File: src/rtl/cpu_pkg.sv
// Shared fetch-stage definitions: state encoding, queue depth, PC step, NOP encoding.
// Latency: n/a (types and constants only).
// Backpressure: n/a.
package cpu_pkg;

  typedef enum logic [1:0] {
    S_IDLE  = 2'd0,
    S_FETCH = 2'd1,
    S_DROP  = 2'd2
  } fetch_state_e;

  localparam int          FETCH_Q_DEPTH = 2;
  localparam int          FETCH_CNT_W   = $clog2(FETCH_Q_DEPTH + 1);
  localparam logic [31:0] INSTR_NOP     = 32'h0000_0000;
  localparam logic [31:0] PC_INC        = 32'd4;

endpackage

File: src/rtl/instr_fetch_unit_if.sv
// Instruction-memory request bus: req/ready handshake, data returned in the accept cycle.
// Latency: combinational wires only.
// Backpressure: memory holds off a request by keeping imem_ready low; master keeps addr stable.
// Ports (master view): imem_req, imem_addr out; imem_ready, imem_rdata in.
interface instr_fetch_unit_if #(
  parameter int ADDR_W = 32,
  parameter int DATA_W = 32
);
  logic              imem_req;
  logic [ADDR_W-1:0] imem_addr;
  logic              imem_ready;
  logic [DATA_W-1:0] imem_rdata;

  modport master (output imem_req, output imem_addr, input imem_ready, input imem_rdata);
  modport slave  (input imem_req, input imem_addr, output imem_ready, output imem_rdata);
endinterface

File: src/rtl/fetch_queue.sv
// Two-entry in-order queue of fetched {pc+4, instr}; entry 0 is always the head register.
// Latency: a push is visible at the head the cycle after it is written.
// Backpressure: push ignored when full without a simultaneous pop; pop ignored when empty.
// Ports: clk_i, rst_i (sync, active-low), clear, push, push_dat, pop, head_dat, count, full, empty.
module fetch_queue
  import cpu_pkg::*;
#(
  parameter int           W       = 64,
  parameter logic [W-1:0] RST_DAT = '0
) (
  input  logic                   clk_i,
  input  logic                   rst_i,
  input  logic                   clear,
  input  logic                   push,
  input  logic [W-1:0]           push_dat,
  input  logic                   pop,
  output logic [W-1:0]           head_dat,
  output logic [FETCH_CNT_W-1:0] count,
  output logic                   full,
  output logic                   empty
);
  localparam logic [FETCH_CNT_W-1:0] DEPTH = FETCH_CNT_W'(FETCH_Q_DEPTH);
  localparam logic [FETCH_CNT_W-1:0] ONE   = FETCH_CNT_W'(1);

  logic [W-1:0]           ent0;
  logic [W-1:0]           ent1;
  logic [FETCH_CNT_W-1:0] cnt;

  assign head_dat = ent0;
  assign count    = cnt;
  assign full     = (cnt == DEPTH);
  assign empty    = (cnt == '0);

  // Shift-style storage keeps the head in a fixed register so downstream sees flop outputs.
  always_ff @(posedge clk_i) begin
    if (!rst_i) begin
      ent0 <= RST_DAT;
      ent1 <= RST_DAT;
      cnt  <= '0;
    end else if (clear) begin
      cnt <= '0;
    end else begin
      case ({push, pop})
        2'b10: begin
          if (!full) begin
            if (empty) ent0 <= push_dat;
            else       ent1 <= push_dat;
            cnt <= cnt + ONE;
          end
        end
        2'b01: begin
          if (!empty) begin
            ent0 <= ent1;
            cnt  <= cnt - ONE;
          end
        end
        2'b11: begin
          if (empty) begin
            ent0 <= push_dat;
            cnt  <= ONE;
          end else if (cnt == ONE) begin
            ent0 <= push_dat;
          end else begin
            ent0 <= ent1;
            ent1 <= push_dat;
          end
        end
        default: ;
      endcase
    end
  end

endmodule

File: src/rtl/instr_fetch_unit.sv
// Fetch stage: owns the PC, requests imem, queues {pc+4, instr} for IF/ID, handles redirects.
// Latency: instruction reaches valid_o one cycle after its memory handshake.
// Backpressure: stall_i holds the queue head; requests stop while queued+pending would exceed 2.
// Ports: clk_i, rst_i (sync, active-low), stall_i, redirect_i, redirect_pc_i, imem (master),
//        valid_o, instr_o, pc_o, perf_fetch_cnt_o, perf_redir_cnt_o.
// Build option: define FETCH_PERF_EN to instantiate the consume/redirect counters.
module instr_fetch_unit
  import cpu_pkg::*;
#(
  parameter int                ADDR_W   = 32,
  parameter int                DATA_W   = 32,
  parameter logic [ADDR_W-1:0] RESET_PC = '0
) (
  input  logic               clk_i,
  input  logic               rst_i,
  input  logic               stall_i,
  input  logic               redirect_i,
  input  logic [ADDR_W-1:0]  redirect_pc_i,
  instr_fetch_unit_if.master imem,
  output logic               valid_o,
  output logic [DATA_W-1:0]  instr_o,
  output logic [ADDR_W-1:0]  pc_o,
  output logic [31:0]        perf_fetch_cnt_o,
  output logic [31:0]        perf_redir_cnt_o
);
  localparam int                        ENT_W      = ADDR_W + DATA_W;
  localparam logic [ADDR_W-1:0]         INC        = ADDR_W'(PC_INC);
  localparam logic [ADDR_W-1:0]         ALIGN_MASK = ~ADDR_W'(3);
  localparam logic [FETCH_CNT_W-1:0]    DEPTH      = FETCH_CNT_W'(FETCH_Q_DEPTH);
  localparam logic [ENT_W-1:0]          ENT_RST    = {{ADDR_W{1'b0}}, DATA_W'(INSTR_NOP)};

  fetch_state_e           state;
  logic [ADDR_W-1:0]      pc_q;
  logic [ADDR_W-1:0]      tgt_q;
  logic [ADDR_W-1:0]      addr_q;
  logic                   req_q;
  logic [ADDR_W-1:0]      pc_inc;
  logic [ADDR_W-1:0]      redir_tgt;
  logic                   q_push;
  logic                   q_pop;
  logic                   q_clear;
  logic                   q_full;
  logic                   q_empty;
  logic [FETCH_CNT_W-1:0] q_cnt;
  logic [FETCH_CNT_W-1:0] q_cnt_nxt;
  logic [ENT_W-1:0]       q_head;

  assign pc_inc    = pc_q + INC;
  assign redir_tgt = redirect_pc_i & ALIGN_MASK;

  // Redirect wins: wrong-path data arriving in the redirect cycle is never queued.
  assign q_clear = redirect_i;
  assign q_pop   = valid_o && !stall_i;
  assign q_push  = (state == S_FETCH) && req_q && imem.imem_ready && !redirect_i
                   && (!q_full || q_pop);
  assign q_cnt_nxt = q_clear ? '0
                   : q_cnt + FETCH_CNT_W'(q_push) - FETCH_CNT_W'(q_pop);

  fetch_queue #(
    .W       (ENT_W),
    .RST_DAT (ENT_RST)
  ) u_fetch_queue (
    .clk_i    (clk_i),
    .rst_i    (rst_i),
    .clear    (q_clear),
    .push     (q_push),
    .push_dat ({pc_inc, imem.imem_rdata}),
    .pop      (q_pop),
    .head_dat (q_head),
    .count    (q_cnt),
    .full     (q_full),
    .empty    (q_empty)
  );

  assign valid_o        = !q_empty;
  assign pc_o           = q_head[ENT_W-1:DATA_W];
  assign instr_o        = q_head[DATA_W-1:0];
  assign imem.imem_req  = req_q;
  assign imem.imem_addr = addr_q;

  // req/addr are registered from next-cycle occupancy, so stall_i only reaches the
  // request through the queue count.
  always_ff @(posedge clk_i) begin
    if (!rst_i) begin
      state  <= S_IDLE;
      pc_q   <= RESET_PC;
      tgt_q  <= RESET_PC;
      addr_q <= '0;
      req_q  <= 1'b0;
    end else begin
      case (state)
        S_IDLE: begin
          state  <= S_FETCH;
          req_q  <= 1'b1;
          pc_q   <= redirect_i ? redir_tgt : pc_q;
          addr_q <= redirect_i ? redir_tgt : pc_q;
        end
        S_FETCH: begin
          if (redirect_i) begin
            req_q <= 1'b1;
            if (req_q && !imem.imem_ready) begin
              // Request already on the bus must complete at its old address.
              state <= S_DROP;
              tgt_q <= redir_tgt;
            end else begin
              pc_q   <= redir_tgt;
              addr_q <= redir_tgt;
            end
          end else begin
            req_q <= (q_cnt_nxt < DEPTH);
            if (q_push) begin
              pc_q   <= pc_inc;
              addr_q <= pc_inc;
            end
          end
        end
        S_DROP: begin
          req_q <= 1'b1;
          if (imem.imem_ready) begin
            state  <= S_FETCH;
            pc_q   <= redirect_i ? redir_tgt : tgt_q;
            addr_q <= redirect_i ? redir_tgt : tgt_q;
          end else if (redirect_i) begin
            tgt_q <= redir_tgt;
          end
        end
        default: begin
          state <= S_IDLE;
          req_q <= 1'b0;
        end
      endcase
    end
  end

`ifdef FETCH_PERF_EN
  logic [31:0] perf_fetch_q;
  logic [31:0] perf_redir_q;

  always_ff @(posedge clk_i) begin
    if (!rst_i) begin
      perf_fetch_q <= '0;
      perf_redir_q <= '0;
    end else begin
      if (q_pop)      perf_fetch_q <= perf_fetch_q + 32'd1;
      if (redirect_i) perf_redir_q <= perf_redir_q + 32'd1;
    end
  end

  assign perf_fetch_cnt_o = perf_fetch_q;
  assign perf_redir_cnt_o = perf_redir_q;
`else
  assign perf_fetch_cnt_o = 32'h0;
  assign perf_redir_cnt_o = 32'h0;
`endif

endmodule

File: src/flat_wrapper.sv
// flat-port wrapper written by rule: the top's interface ports become plain ports
module instr_fetch_unit_flat import cpu_pkg::*;
#(
  parameter int                ADDR_W   = 32,
  parameter int                DATA_W   = 32,
  parameter logic [ADDR_W-1:0] RESET_PC = '0
)
  (clk_i, rst_i, stall_i, redirect_i, redirect_pc_i, valid_o, instr_o, pc_o, perf_fetch_cnt_o, perf_redir_cnt_o, imem_imem_req, imem_imem_addr, imem_imem_ready, imem_imem_rdata);
  instr_fetch_unit_if #(.ADDR_W(ADDR_W), .DATA_W(DATA_W)) imem_i ();
  input  logic clk_i;
  input  logic rst_i;
  input  logic stall_i;
  input  logic redirect_i;
  input  logic [ADDR_W-1:0] redirect_pc_i;
  output logic valid_o;
  output logic [DATA_W-1:0] instr_o;
  output logic [ADDR_W-1:0] pc_o;
  output logic [31:0] perf_fetch_cnt_o;
  output logic [31:0] perf_redir_cnt_o;
  output wire logic [$bits(imem_i.imem_req)-1:0] imem_imem_req;
  output wire logic [$bits(imem_i.imem_addr)-1:0] imem_imem_addr;
  input wire logic [$bits(imem_i.imem_ready)-1:0] imem_imem_ready;
  input wire logic [$bits(imem_i.imem_rdata)-1:0] imem_imem_rdata;
  assign imem_imem_req = imem_i.imem_req;
  assign imem_imem_addr = imem_i.imem_addr;
  assign imem_i.imem_ready = imem_imem_ready;
  assign imem_i.imem_rdata = imem_imem_rdata;
  instr_fetch_unit #(.ADDR_W(ADDR_W), .DATA_W(DATA_W), .RESET_PC(RESET_PC)) u_core (.clk_i(clk_i), .rst_i(rst_i), .stall_i(stall_i), .redirect_i(redirect_i), .redirect_pc_i(redirect_pc_i), .imem(imem_i), .valid_o(valid_o), .instr_o(instr_o), .pc_o(pc_o), .perf_fetch_cnt_o(perf_fetch_cnt_o), .perf_redir_cnt_o(perf_redir_cnt_o));
endmodule
File: config.mk
export PLATFORM = sky130hd
export DESIGN_NAME = instr_fetch_unit_flat
export DESIGN_NICKNAME = d
export VERILOG_FILES = /design/src/rtl/cpu_pkg.sv /design/src/rtl/instr_fetch_unit_if.sv /design/src/rtl/fetch_queue.sv /design/src/rtl/instr_fetch_unit.sv /design/src/flat_wrapper.sv
export SDC_FILE = /design/constraint.sdc
export NUM_CORES = 1
export LEC_CHECK = 0
export BUFFER_PORTS_ARGS = -buffer_cell sky130_fd_sc_hd__buf_2
export CAP_MARGIN = 25
export CORE_MARGIN = 2
export CORE_UTILIZATION = 25
export DETAILED_ROUTE_END_ITERATION = 7
export PLACE_DENSITY = 0.54
export SLEW_MARGIN = 20
export SYNTH_ARGS = -nofsm -noshare
export SYNTH_HDL_FRONTEND = slang
export SYNTH_HIERARCHICAL = 1
export SYNTH_SLANG_ARGS = --single-unit
File: constraint.sdc
create_clock -name clk_i -period 3.1 [get_ports clk_i]
set_clock_uncertainty 0.2 [all_clocks]
set_input_delay 0.155 -clock clk_i [delete_from_list [all_inputs] [get_ports clk_i]]
set_output_delay 0.155 -clock clk_i [all_outputs]
set_load 0.01 [all_outputs]
After elaboration in Yosys (flattened, before gate mapping)
Cells that the tools add are included.

Register bits after elaboration: 197. Output and inout port bits: 162. Word-level logic and storage cells: 95.

Add/subtract/negate cells: 5. Order comparisons: 1. Eq/ne operators: 21. Mux-type cells: 33. Bitwise logic cells: 2. Reduce and logical (&&, ||, !) cells: 26.

Operators by type and width (number): $mux W64 (9); $mux W32 (9); $pmux W64 S3 (1); $pmux W64 S2 (1); $pmux W32 S3 (1); $pmux W32 S2 (1); $add A32 B3 Y32 const B (1); $ne A2 B2 Y1 const B (10); $mux W2 (7); $pmux W2 S3 (2); $reduce_and A5 Y1 (2); $eq A2 B2 Y1 const B (4); $reduce_and A4 Y1 (2); $eq A2 B1 Y1 const B (3); $logic_and A1 B1 Y1 (6); $reduce_and A6 Y1 (1); $reduce_bool A3 Y1 (2); $logic_not A1 Y1 (5); $logic_not A2 Y1 (2); $ne A2 B1 Y1 const B (2); $reduce_bool A2 Y1 (2); $reduce_or A2 Y1 (2); $ne A3 B2 Y1 const B (1); $ne A3 B3 Y1 const B (1); 10 further kinds (11).

Depth between registers and ports, before layout
Gate-level depths: netlist of run 1.

Depth in word-level cells: 11. Mapped depth: 11.

Cells and area by module
Netlist of run 1, hierarchy kept.

By module, submodules not included: fetch_queue (instances 1, cells each 674, area an instance 5192.5 um2, sequential area each 2602.5 um2); instr_fetch_unit (instances 1, cells each 599, area an instance 4549.4 um2, sequential area each 1341.3 um2).

Least setup slack after synthesis of run 1
No wires, ideal clock.

Kind: reg-to-reg. Start: register u_core.state[0]. End: register u_core.addr_q[23] (netlist: u_core/imem.imem_addr[23]). Setup time: 0.074 ns. Data arrival time: 2.150 ns. Required time: 2.826 ns. Slack: 0.675 ns. Stages on the path, launching flop included: 10. Clock period less this slack: 2.425 ns. Cells stage by stage: dfxtp_1 inv_1 ha_1 clkbuf_1 mux2i_1 or2_2 a21o_1 clkbuf_1 or3_1 a31oi_1.

Cells in the longest elaborated chain, start to end: 7.

Ends and longest elaborated chain: start: declaration (line instr_fetch_unit.sv:32) `fetch_state_e state;`; start signal: assignment (line instr_fetch_unit.sv:85) `state <= S_IDLE;`; start signal: assignment (line instr_fetch_unit.sv:93) `state <= S_FETCH;`; start signal: assignment (line instr_fetch_unit.sv:103) `state <= S_DROP;`; $eq A2 B1 Y1 (line instr_fetch_unit.sv:54, instr_fetch_unit.sv:91); $logic_and A1 B1 Y1 (3 in series) (line instr_fetch_unit.sv:54) `assign q_push = (state == S_FETCH) && req_q && imem.imem_ready && !redirect_i`; $logic_and A1 B1 Y1 (line instr_fetch_unit.sv:55) `&& (!q_full || q_pop);`; $ne A3 B2 Y1 (no line); $reduce_and A5 Y1 (no line); end signal: assignment (line instr_fetch_unit.sv:96) `addr_q <= redirect_i ? redir_tgt : pc_q;`; end signal: assignment (line instr_fetch_unit.sv:107) `addr_q <= redir_tgt;`; end signal: assignment (line instr_fetch_unit.sv:113) `addr_q <= pc_inc;`; end: declaration (line instr_fetch_unit.sv:35) `logic [ADDR_W-1:0] addr_q;`.

Parallel ways exist; a longest one is shown, timed or not. A chain may end at the register's enable or synchronous reset.

Worst setup path in the final report of run 1
Start: register u_core.u_fetch_queue.cnt[0] (netlist: u_core/u_fetch_queue/count[0]). End: register u_core.u_fetch_queue.ent1[2].

Cells in the longest elaborated chain, start to end: 8.

Ends and longest elaborated chain: start: declaration (line fetch_queue.sv:27) `logic [FETCH_CNT_W-1:0] cnt;`; start signal: assignment (line fetch_queue.sv:48) `cnt <= cnt + ONE;`; start signal: assignment (line fetch_queue.sv:54) `cnt <= cnt - ONE;`; $logic_not A2 Y1 (*) (line fetch_queue.sv:32) `assign empty = (cnt == '0);`; via u_core.q_empty (line instr_fetch_unit.sv:43) `logic q_empty;`; $logic_not A1 Y1 (*) (line instr_fetch_unit.sv:75) `assign valid_o = !q_empty;`; $logic_and A1 B1 Y1 (*) (line instr_fetch_unit.sv:53) `assign q_pop = valid_o && !stall_i;`; via u_core.q_pop (line instr_fetch_unit.sv:40) `logic q_pop;`; $logic_or A1 B1 Y1 (line instr_fetch_unit.sv:55); $logic_and A1 B1 Y1 (line instr_fetch_unit.sv:55); $eq A2 B2 Y1 (line fetch_queue.sv:43) `case ({push, pop})`; $ne A2 B2 Y1 (no line) / $reduce_bool A2 Y1 (equally long branches); $reduce_and A6 Y1 (no line); end signal: assignment (line fetch_queue.sv:47) `else ent1 <= push_dat;`; end signal: assignment (line fetch_queue.sv:65) `ent1 <= push_dat;`; end: declaration (line fetch_queue.sv:26) `logic [W-1:0] ent1;`.

Mark *: on every way through the listed nets, which the timed path passes. The rest lies on a longest branch.

==> flow_summary.html, run 1 <==
<table>
<tr><th>Metric</th><th>Value</th></tr>
<tr><th colspan="2">Status</th></tr>
<tr><td>Run status</td><td>finished, final reports clean</td></tr>
<tr><th colspan="2">Cells and area</th></tr>
<tr><td>Layout area overhead</td><td>24.8%</td></tr>
<tr><td>Final design instance area without fill</td><td>12200 um^2</td></tr>
<tr><td>Most common cell after layout, fill and taps aside</td><td>sky130_fd_sc_hd__nand2_1</td></tr>
<tr><td>Fill cell total of the finished layout</td><td>4183</td></tr>
<tr><td>Count of nets after finishing</td><td>~1500</td></tr>
<tr><td>Fraction of final layout cells with drive strength greater than 1</td><td>17.1%</td></tr>
<tr><td>Most frequent cells in the layout</td><td>286 x sky130_fd_sc_hd__nand2_1, 197 x sky130_fd_sc_hd__dfxtp_1, 163 x sky130_fd_sc_hd__buf_2</td></tr>
<tr><th colspan="2">Clock tree</th></tr>
<tr><td>Clock latency reported for the late side of the worst-skew pair</td><td>0.45 ns</td></tr>
<tr><td>Num CTS Buffers</td><td>17</td></tr>
<tr><td>Count of clock tree sinks</td><td>197</td></tr>
<tr><td>Post-CTS Setup Inserts</td><td>0</td></tr>
<tr><td>Root cell of the clock tree</td><td>sky130_fd_sc_hd__clkbuf_16</td></tr>
<tr><td>Longest Clk Path Bufs</td><td>2</td></tr>
<tr><td>Worst-path clk slew</td><td>0.07 ns</td></tr>
<tr><td>Max H-tree Level</td><td>4</td></tr>
<tr><td>Clock tree from TritonCTS</td><td>done</td></tr>
<tr><th colspan="2">Global routing</th></tr>
<tr><td>Number of global-route vias before repair</td><td>roughly 8500</td></tr>
<tr><td>First-pass GRT wire length</td><td>48.2 mm</td></tr>
<tr><td>GR Util met1</td><td>20.4%</td></tr>
<tr><td>Routing usage on met3</td><td>3.13%</td></tr>
<tr><td>Most crowded layer after global routing</td><td>met2</td></tr>
<tr><td>Antenna violations before repair</td><td>2</td></tr>
<tr><td>GRT Total Usage</td><td>15.0%</td></tr>
<tr><td>Met2 Use GR</td><td>23.3%</td></tr>
<tr><td>Largest net degree at the start of global routing</td><td>84</td></tr>
<tr><td>Total grt overflow</td><td>0</td></tr>
<tr><th colspan="2">Die</th></tr>
<tr><td>Starting utilization of the core area</td><td>25.3%</td></tr>
<tr><td>Die area</td><td>40600 um^2</td></tr>
<tr><td>Area inside the core boundary</td><td>around 39000 um^2</td></tr>
<tr><td>Number of placed I/O pins</td><td>around 230</td></tr>
<tr><td>Die outline height</td><td>201 um</td></tr>
<tr><td>Die X-Extent</td><td>a little over 200 um</td></tr>
<tr><td>Site Rows</td><td>72</td></tr>
<tr><th colspan="2">Timing</th></tr>
<tr><td>Hold_ws</td><td>0.111 ns</td></tr>
<tr><td>Tcrit/Tclk final</td><td>93.4%</td></tr>
<tr><td>Max-slew violation count</td><td>0</td></tr>
<tr><td>Number of endpoints failing setup at the final stage</td><td>0</td></tr>
<tr><td>Accumulated negative setup slack</td><td>0 ns</td></tr>
<tr><td>Setup repair after global routing missed its margin</td><td>false</td></tr>
<tr><td>Remaining max-slew budget at the tightest pin</td><td>46.9%</td></tr>
<tr><td>Achievable clock frequency</td><td>~350 MHz</td></tr>
<tr><td>Slew at the pin closest to its max-slew limit</td><td>between 0.7 and 0.8 ns</td></tr>
<tr><td>Shortest clock period the worst path allows after layout</td><td>2.90 ns</td></tr>
<tr><td>Final hold viol count</td><td>0</td></tr>
<tr><th colspan="2">Power</th></tr>
<tr><td>Leakage power</td><td>0.00481 uW</td></tr>
<tr><td>Power density over the cells</td><td>683 nW/um^2</td></tr>
<tr><td>Internal power</td><td>roughly 5100 uW</td></tr>
<tr><td>Share of power burned in combinational logic</td><td>34.1%</td></tr>
<tr><td>Fraction of power spent switching nets</td><td>about two fifths</td></tr>
<tr><td>Sum of internal, switching and leakage power</td><td>slightly above 8000 uW</td></tr>
<tr><td>Fraction of power consumed by sequential logic</td><td>38.2%</td></tr>
<tr><td>Maximum vdd ir drop</td><td>0.000366 V</td></tr>
<tr><td>Proportion of power drawn by the clock network</td><td>27.7%</td></tr>
<tr><td>Power dissipated by switching net loads</td><td>between 3000 and 4000 uW</td></tr>
<tr><th colspan="2">Drt</th></tr>
<tr><td>Total vias in the final route</td><td>9366</td></tr>
<tr><td>Total DRC errors in the routed layout</td><td>0</td></tr>
<tr><td>Drt pass-1 iters</td><td>7</td></tr>
<tr><td>Iteration-0 DRC count of the detailed router</td><td>706</td></tr>
<tr><td>Final Routed Wirelength</td><td>30.7 mm</td></tr>
<tr><td>ANT nets after route</td><td>0</td></tr>
<tr><td>DR vias/cell</td><td>4.72</td></tr>
<tr><td>DR WL/cell</td><td>15.5 um</td></tr>
<tr><th colspan="2">Logic synthesis</th></tr>
<tr><td>Post-synth EDFFs</td><td>0</td></tr>
<tr><td>Cell count after synthesis</td><td>1273</td></tr>
<tr><td>Proportion of synthesized flip-flops having asynchronous set or reset</td><td>0%</td></tr>
<tr><td>Register area share after synthesis</td><td>40.5%</td></tr>
<tr><td>Post-Synthesis Cell Area</td><td>a little under 10000 um^2</td></tr>
<tr><td>Seq cells post-synth</td><td>197</td></tr>
<tr><td>Mean area per synthesized cell</td><td>~7.7 um^2</td></tr>
<tr><td>Syn. warnings</td><td>6</td></tr>
<tr><td>Prevailing post-synth register cell</td><td>sky130_fd_sc_hd__dfxtp_1</td></tr>
<tr><td>Distinct cells, synth</td><td>70</td></tr>
<tr><th colspan="2">Setup path</th></tr>
<tr><td>CP arrival</td><td>3.03 ns</td></tr>
<tr><td>Worst R2R Start</td><td>u_core/u_fetch_queue/count[0]</td></tr>
<tr><td>Crit start category</td><td>flop</td></tr>
<tr><td>CP startpoint</td><td>u_core/u_fetch_queue/count[0]</td></tr>
<tr><td>Ordered cell list for the critical path</td><td>inv_1 &gt; ha_2 &gt; nor2_1 &gt; buf_4 &gt; nor3b_1 &gt; o21ai_4 &gt; buf_12 &gt; nand3_1 &gt; o21ai_0 &gt; dlygate4sd3_1</td></tr>
<tr><td>Internal reg-to-reg setup slack</td><td>0.20 ns</td></tr>
<tr><td>Largest fanout on the critical path</td><td>71</td></tr>
<tr><td>Path type of the worst setup path</td><td>flop to flop</td></tr>
<tr><td>Worst Path Required</td><td>between 3 and 4 ns</td></tr>
<tr><td>Largest incremental delay on the critical path</td><td>between 0.5 and 0.6 ns</td></tr>
<tr><td>Endpoint type of the worst setup path</td><td>flop</td></tr>
<tr><td>Cell with the largest stage delay on the worst path</td><td>sky130_fd_sc_hd__dlygate4sd3_1</td></tr>
<tr><th colspan="2">Job</th></tr>
<tr><td>Max-Cap Viols</td><td>0</td></tr>
<tr><th colspan="2">Placement</th></tr>
<tr><td>HPWL after DPL</td><td>21.2 mm</td></tr>
<tr><td>Post-detailed-placement cell area</td><td>roughly 11000 um^2</td></tr>
<tr><td>Final GP Congestion</td><td>between 0.8 and 0.9</td></tr>
<tr><td>Port Buf Inserts</td><td>164</td></tr>
<tr><th colspan="2">Worst hold path</th></tr>
<tr><td>Hold Startpoint</td><td>imem_imem_ready</td></tr>
<tr><td>Hold WC Path Type</td><td>input pin to flop</td></tr>
</table>
[cells in the mapped netlist (all sizes together) (4+ instances only)]
library cell / count / area, um^2
o31ai: 4 / 30.0
xor2: 14 / 123
o2111ai: 4 / 35.0
nor2: 43 / 161
or3: 6 / 37.5
a222oi: 10 / 100
nor3: 11 / 55.1
a31oi: 72 / 450
a21oi: 50 / 250
and3: 5 / 31.3
clkbuf: 65 / 264
a221oi: 12 / 111
a22o: 4 / 35.0
nand3: 87 / 453
o21ai: 171 / 856
ha: 12 / 150
nand4: 6 / 37.5
and4: 4 / 38.8
and2: 8 / 50.1
o211ai: 8 / 60.1
nor2b: 7 / 43.8
xnor2: 16 / 140
nand2: 288 / 1080
nand2b: 10 / 62.6
dfxtp: 197 / 3940
inv: 14 / 52.6
buf: 100 / 691
[metrics by stage]
step           setup slack (ns)  utilization (%)  instances
2_1_floorplan             0.675                -       1336
3_5_place_dp              0.328             28.2       1884
4_1_cts                  0.0925             31.5       1984
6_report                  0.203             31.5       1986
3_3_place_gp              0.264             28.1       1883
5_1_grt                  0.0421             31.5       1986
[timing repair]
| action | in CTS | in global routing |
|---|---|---|
| gates resized for setup | 0 | 2 |
| endpoints found under the hold margin | 144 | 0 |
| hold buffers | 68 | 0 |
| setup endpoints to repair | 0 | 2 |
[cells by family after synthesis]
| logic type | count (synthesis) | synth area share, % |
|---|---|---|
| muxes | 4 | 0.424 |
| other | 1 | 0.0385 |
| DFF | 197 | 40.5 |
| AOI/OAI and AO/OA | 356 | 21.7 |
| and+or+nand+nor | 490 | 22.5 |
| adders and majority gates | 12 | 1.54 |
| buffers and inverters | 183 | 10.7 |
| xor gates and xnor gates | 30 | 2.70 |
[per-layer routing]
metal	share of wire, %	vias up
met5	0	-
met4	2.3	0
met3	5.6	42
met2	45	315
met1	47	4339
li1	-	4670
[state kept, by name, summed over array words and instances, names as in the netlist]
name,cells
u_core/u_fetch_queue/count,2
u_core/imem.imem_req,1
u_core/u_fetch_queue/head_dat,64
u_core/u_fetch_queue/ent1,64
u_core/state,2
u_core/tgt_q,32
u_core/imem.imem_addr,32
[cell type report]
| cell class | count | area, um^2 | area share [%] |
|---|---|---|---|
| inverter | 15 | 56.3 | 0.463 |
| multi-input combinational | 956 | 5030 | 41.4 |
| clock inverter | 11 | 138 | 1.13 |
| antenna | 2 | 5.00 | 0.0412 |
| sequential | 197 | 3940 | 32.4 |
| timing repair buffer | 266 | 1880 | 15.4 |
| tap | 518 | 648 | 5.33 |
| clock buffer | 21 | 460 | 3.79 |
[path summary, 6_finish.rpt]
kind / end / depth (start not counted)
setup / recovery: u_core/u_fetch_queue/ent1[2] / 10
hold / removal: u_core/state[0] / 5
setup reg to reg: u_core/u_fetch_queue/ent1[2] / 10
hold reg to reg: u_core/tgt_q[6] / 2
[critical path: cells and delay by family (launching register included)]
kind | cells | cell delay, ns
AO/OA/AOI/OAI | 2 | 0.22
adder cells (fa/ha/maj) | 1 | 0.27
buffers and inverters | 4 | 1.09
flip-flops | 1 | 0.38
AND/OR/NAND/NOR | 3 | 0.61
[power by group through the flow]
| stage | sequential, uW | clock (uW) | combinational, uW |
|---|---|---|---|
| 2_1_floorplan | 3210 | 0 | 1780 |
| 3_3_place_gp | 3220 | 0 | 2740 |
| 3_5_place_dp | 3230 | 0 | 2770 |
| 4_1_cts | 3170 | 2390 | 2840 |
| 5_1_grt | 3230 | 2480 | 3130 |
| 6_report | 3170 | 2300 | 2830 |
(Power assumes the default switching activity.)
==> run 2: changes to the inputs <==
--- a/config.mk
+++ b/config.mk
@@ -8,9 +8,9 @@
 export BUFFER_PORTS_ARGS = -buffer_cell sky130_fd_sc_hd__buf_2
 export CAP_MARGIN = 25
 export CORE_MARGIN = 2
-export CORE_UTILIZATION = 25
+export CORE_UTILIZATION = 54
 export DETAILED_ROUTE_END_ITERATION = 7
-export PLACE_DENSITY = 0.54
+export PLACE_DENSITY = 0.91
 export SLEW_MARGIN = 20
 export SYNTH_ARGS = -nofsm -noshare
 export SYNTH_HDL_FRONTEND = slang
==> run 2 against run 1 <==
  * Register-to-register slack got worse by 0.02 ns
  * Sequential power is essentially flat
  * Power shrank 3.2%
  * Critical path type unchanged
==> flow_summary.html, run 2 (same netlist as run 1, synthesis figures left out) <==
<table>
<tr><th>Metric</th><th>Value</th></tr>
<tr><th colspan="2">Placement</th></tr>
<tr><td>Port Buf Inserts</td><td>164 (unchanged)</td></tr>
<tr><td>Final GP Congestion</td><td>0.886 (+9.2%)</td></tr>
<tr><td>Worst Setup Slack post-DPL</td><td>0.252 ns (-0.0761 ns)</td></tr>
<tr><td>HPWL after DPL</td><td>17.2 mm (-19%)</td></tr>
<tr><th colspan="2">Drt</th></tr>
<tr><td>Final Routed Wirelength</td><td>27.5 mm (-11%)</td></tr>
<tr><td>Drt pass-1 iters</td><td>6 (-1)</td></tr>
<tr><td>ANT nets after route</td><td>0 (unchanged)</td></tr>
<tr><td>Total DRC errors in the routed layout</td><td>0 (unchanged)</td></tr>
<tr><td>DR vias/cell</td><td>5.85 (+24%)</td></tr>
<tr><td>Iteration-0 DRC count of the detailed router</td><td>1259 (+78%)</td></tr>
<tr><td>DR WL/cell</td><td>16.3 um (+5.7%)</td></tr>
<tr><td>Total vias in the final route</td><td>9825 (+4.9%)</td></tr>
<tr><th colspan="2">Cells and area</th></tr>
<tr><td>Most common cell after layout, fill and taps aside</td><td>sky130_fd_sc_hd__nand2_1</td></tr>
<tr><td>Fill cell total of the finished layout</td><td>1434 (-66%)</td></tr>
<tr><td>Diodes inserted</td><td>0 (-2)</td></tr>
<tr><td>Multi-input gate area in the final layout</td><td>5020 um^2 (about the same)</td></tr>
<tr><td>Layout area overhead</td><td>19.0%</td></tr>
<tr><td>Footprint of the flip-flops and latches</td><td>3940 um^2 (unchanged)</td></tr>
<tr><td>Count of nets after finishing</td><td>1520 (-0.91%)</td></tr>
<tr><td>Most frequent cells in the layout</td><td>286 x sky130_fd_sc_hd__nand2_1, 197 x sky130_fd_sc_hd__dfxtp_1, 163 x sky130_fd_sc_hd__buf_2</td></tr>
<tr><td>Fraction of final layout cells with drive strength greater than 1</td><td>16.5% (-0.64 points)</td></tr>
<tr><th colspan="2">Setup path</th></tr>
<tr><td>Path type of the worst setup path</td><td>flop to flop</td></tr>
<tr><td>Internal reg-to-reg setup slack</td><td>0.18 ns (-0.02 ns)</td></tr>
<tr><td>Worst R2R Path Depth</td><td>9 (-1)</td></tr>
<tr><td>Endpoint type of the worst setup path</td><td>flop</td></tr>
<tr><td>Destination of the worst register-to-register timing path</td><td>u_core/u_fetch_queue/head_dat[38]</td></tr>
<tr><td>CP arrival</td><td>3.07 ns (+0.04 ns)</td></tr>
<tr><td>Worst Path Required</td><td>3.25 ns (about the same)</td></tr>
<tr><td>Worst R2R Start</td><td>u_core/u_fetch_queue/count[0]</td></tr>
<tr><td>Crit start category</td><td>flop</td></tr>
<tr><td>Largest fanout on the critical path</td><td>53 (-25%)</td></tr>
<tr><th colspan="2">Die</th></tr>
<tr><td>Starting utilization of the core area</td><td>54.6% (+29 points)</td></tr>
<tr><td>Die X-Extent</td><td>138 um (-31%)</td></tr>
<tr><td>Area inside the core boundary</td><td>17800 um^2 (-54%)</td></tr>
<tr><td>Die outline height</td><td>138 um (-31%)</td></tr>
<tr><td>Die area</td><td>19100 um^2 (-53%)</td></tr>
<tr><td>Number of placed I/O pins</td><td>231 (unchanged)</td></tr>
<tr><td>Site Rows</td><td>49 (-32%)</td></tr>
<tr><th colspan="2">Timing</th></tr>
<tr><td>Tcrit/Tclk final</td><td>94.2% (+0.76 points)</td></tr>
<tr><td>Final hold viol count</td><td>0 (unchanged)</td></tr>
<tr><td>Number of endpoints failing setup at the final stage</td><td>0 (unchanged)</td></tr>
<tr><td>Achievable clock frequency</td><td>342 MHz (-0.81%)</td></tr>
<tr><td>Slew at the pin closest to its max-slew limit</td><td>0.733 ns (-0.0637 ns)</td></tr>
<tr><td>Shortest clock period the worst path allows after layout</td><td>2.92 ns (+0.0235 ns)</td></tr>
<tr><td>Remaining max-slew budget at the tightest pin</td><td>51.1% (+4.2 points)</td></tr>
<tr><td>Worst-case setup margin in the final layout</td><td>0.180 ns (-0.0235 ns)</td></tr>
<tr><td>Setup repair after global routing missed its margin</td><td>false</td></tr>
<tr><td>Max-slew violation count</td><td>0 (unchanged)</td></tr>
<tr><td>Accumulated negative setup slack</td><td>0 ns (unchanged)</td></tr>
<tr><th colspan="2">Clock tree</th></tr>
<tr><td>Longest Clk Path Bufs</td><td>2 (unchanged)</td></tr>
<tr><td>Count of clock tree sinks</td><td>197 (unchanged)</td></tr>
<tr><td>Root cell of the clock tree</td><td>sky130_fd_sc_hd__clkbuf_16</td></tr>
<tr><td>Max H-tree Level</td><td>4 (unchanged)</td></tr>
<tr><td>Post_cts resized</td><td>0 (unchanged)</td></tr>
<tr><td>Num CTS Buffers</td><td>17 (unchanged)</td></tr>
<tr><td>Clock latency reported for the late side of the worst-skew pair</td><td>0.43 ns (-0.02 ns)</td></tr>
<tr><td>Clock tree from TritonCTS</td><td>done</td></tr>
<tr><td>Worst-path clk slew</td><td>0.07 ns (about the same)</td></tr>
<tr><th colspan="2">Power</th></tr>
<tr><td>Leakage power</td><td>0.00471 uW (-2.0%)</td></tr>
<tr><td>Power density over the cells</td><td>693 nW/um^2 (+1.5%)</td></tr>
<tr><td>Maximum vdd ir drop</td><td>0.000391 V (+6.8%)</td></tr>
<tr><th colspan="2">Job</th></tr>
<tr><td>Max-Cap Viols</td><td>0 (unchanged)</td></tr>
<tr><th colspan="2">Global routing</th></tr>
<tr><td>Antenna violations before repair</td><td>0 (-2)</td></tr>
<tr><td>Number of global-route vias before repair</td><td>8592 (+0.61%)</td></tr>
<tr><td>GRT Total Usage</td><td>26.8% (+12 points)</td></tr>
<tr><td>First-pass GRT wire length</td><td>42.6 mm (-11%)</td></tr>
<tr><td>Largest net degree at the start of global routing</td><td>94 (+12%)</td></tr>
<tr><td>Total grt overflow</td><td>0 (unchanged)</td></tr>
<tr><th colspan="2">Worst hold path</th></tr>
<tr><td>Hold Startpoint</td><td>rst_i</td></tr>
<tr><td>Worst Hold Depth</td><td>3 (-2)</td></tr>
<tr><td>Hold Path Sink</td><td>u_core/imem.imem_addr[27]</td></tr>
<tr><td>Hold WC Path Type</td><td>input pin to flop</td></tr>
<tr><th colspan="2">Status</th></tr>
<tr><td>Run status</td><td>finished, final reports clean</td></tr>
</table>
## run 2: per-layer routing
layer / track usage, % / share of wire (%) / vias up
li1: - / - / 4649
met1: 34.2 / 40 / 4487
met2: 43.4 / 47 / 585
met3: 4.75 / 8.7 / 104
met4: 14.1 / 4.2 / 0
met5: 0 / 0 / -
## run 2: critical path, stage by stage, from the launching register on
cell and delay (ns):
sky130_fd_sc_hd__dfxtp_1 0.38, sky130_fd_sc_hd__inv_1 0.13, sky130_fd_sc_hd__ha_1 0.29, sky130_fd_sc_hd__o21ai_0 0.10, sky130_fd_sc_hd__and4_1 0.39, sky130_fd_sc_hd__inv_2 0.11
sky130_fd_sc_hd__a221oi_4 0.58, sky130_fd_sc_hd__buf_12 0.30, sky130_fd_sc_hd__o21ai_1 0.11, sky130_fd_sc_hd__a31oi_1 0.21
## run 2: area by class of cell
type / count / area share, %
multi-input cells: 956 / 43.3
flip-flops and latches: 197 / 34.0
repair buffers: 252 / 14.9
clock buffers: 22 / 4.09
well taps: 229 / 2.47
clock inverters: 8 / 0.669
inverters: 15 / 0.486
## run 2: report_power, final
part	internal (uW)	total [uW]	leakage, uW	switching, uW
clock	1160	2100	0.000268	939
combinational	1010	2770	0.00285	1760
sequential	2800	3170	0.00159	370
## run 2: stage by stage
| stage | hold slack (ns) | util (%) | instance area, um^2 | power [uW] | instances |
|---|---|---|---|---|---|
| floorplan | 0.0910 | - | 9980 | 4990 | 1336 |
| global placement | 0.210 | 58.2 | 10400 | 5670 | 1585 |
| detailed placement | 0.220 | 58.3 | 10400 | 5770 | 1586 |
| CTS | 0.0224 | 64.8 | 11600 | 7920 | 1678 |
| global route | 0.0807 | 65.0 | 11600 | 8390 | 1679 |
| finish | 0.0535 | 65.0 | 11600 | 8040 | 1679 |
## run 2: repair_timing
action | 4_1_cts | 5_1_grt
hold endpoints to repair | 123 | 0
hold buffers | 62 | 0
setup buffers | 0 | 0
## run 2: worst max-delay path by stage
stage                                             start                           endpoint  slack, ns
final                     u_core/u_fetch_queue/count[0]  u_core/u_fetch_queue/head_dat[38]       0.18
after global routing      u_core/u_fetch_queue/count[0]  u_core/u_fetch_queue/head_dat[55]       0.03
after CTS                 u_core/u_fetch_queue/count[0]  u_core/u_fetch_queue/head_dat[38]       0.12
after detailed placement  u_core/u_fetch_queue/count[0]   u_core/u_fetch_queue/head_dat[3]       0.25
after global placement    u_core/u_fetch_queue/count[0]  u_core/u_fetch_queue/head_dat[31]       0.34
after floorplan                         u_core/state[0]          u_core/imem.imem_addr[23]       0.68
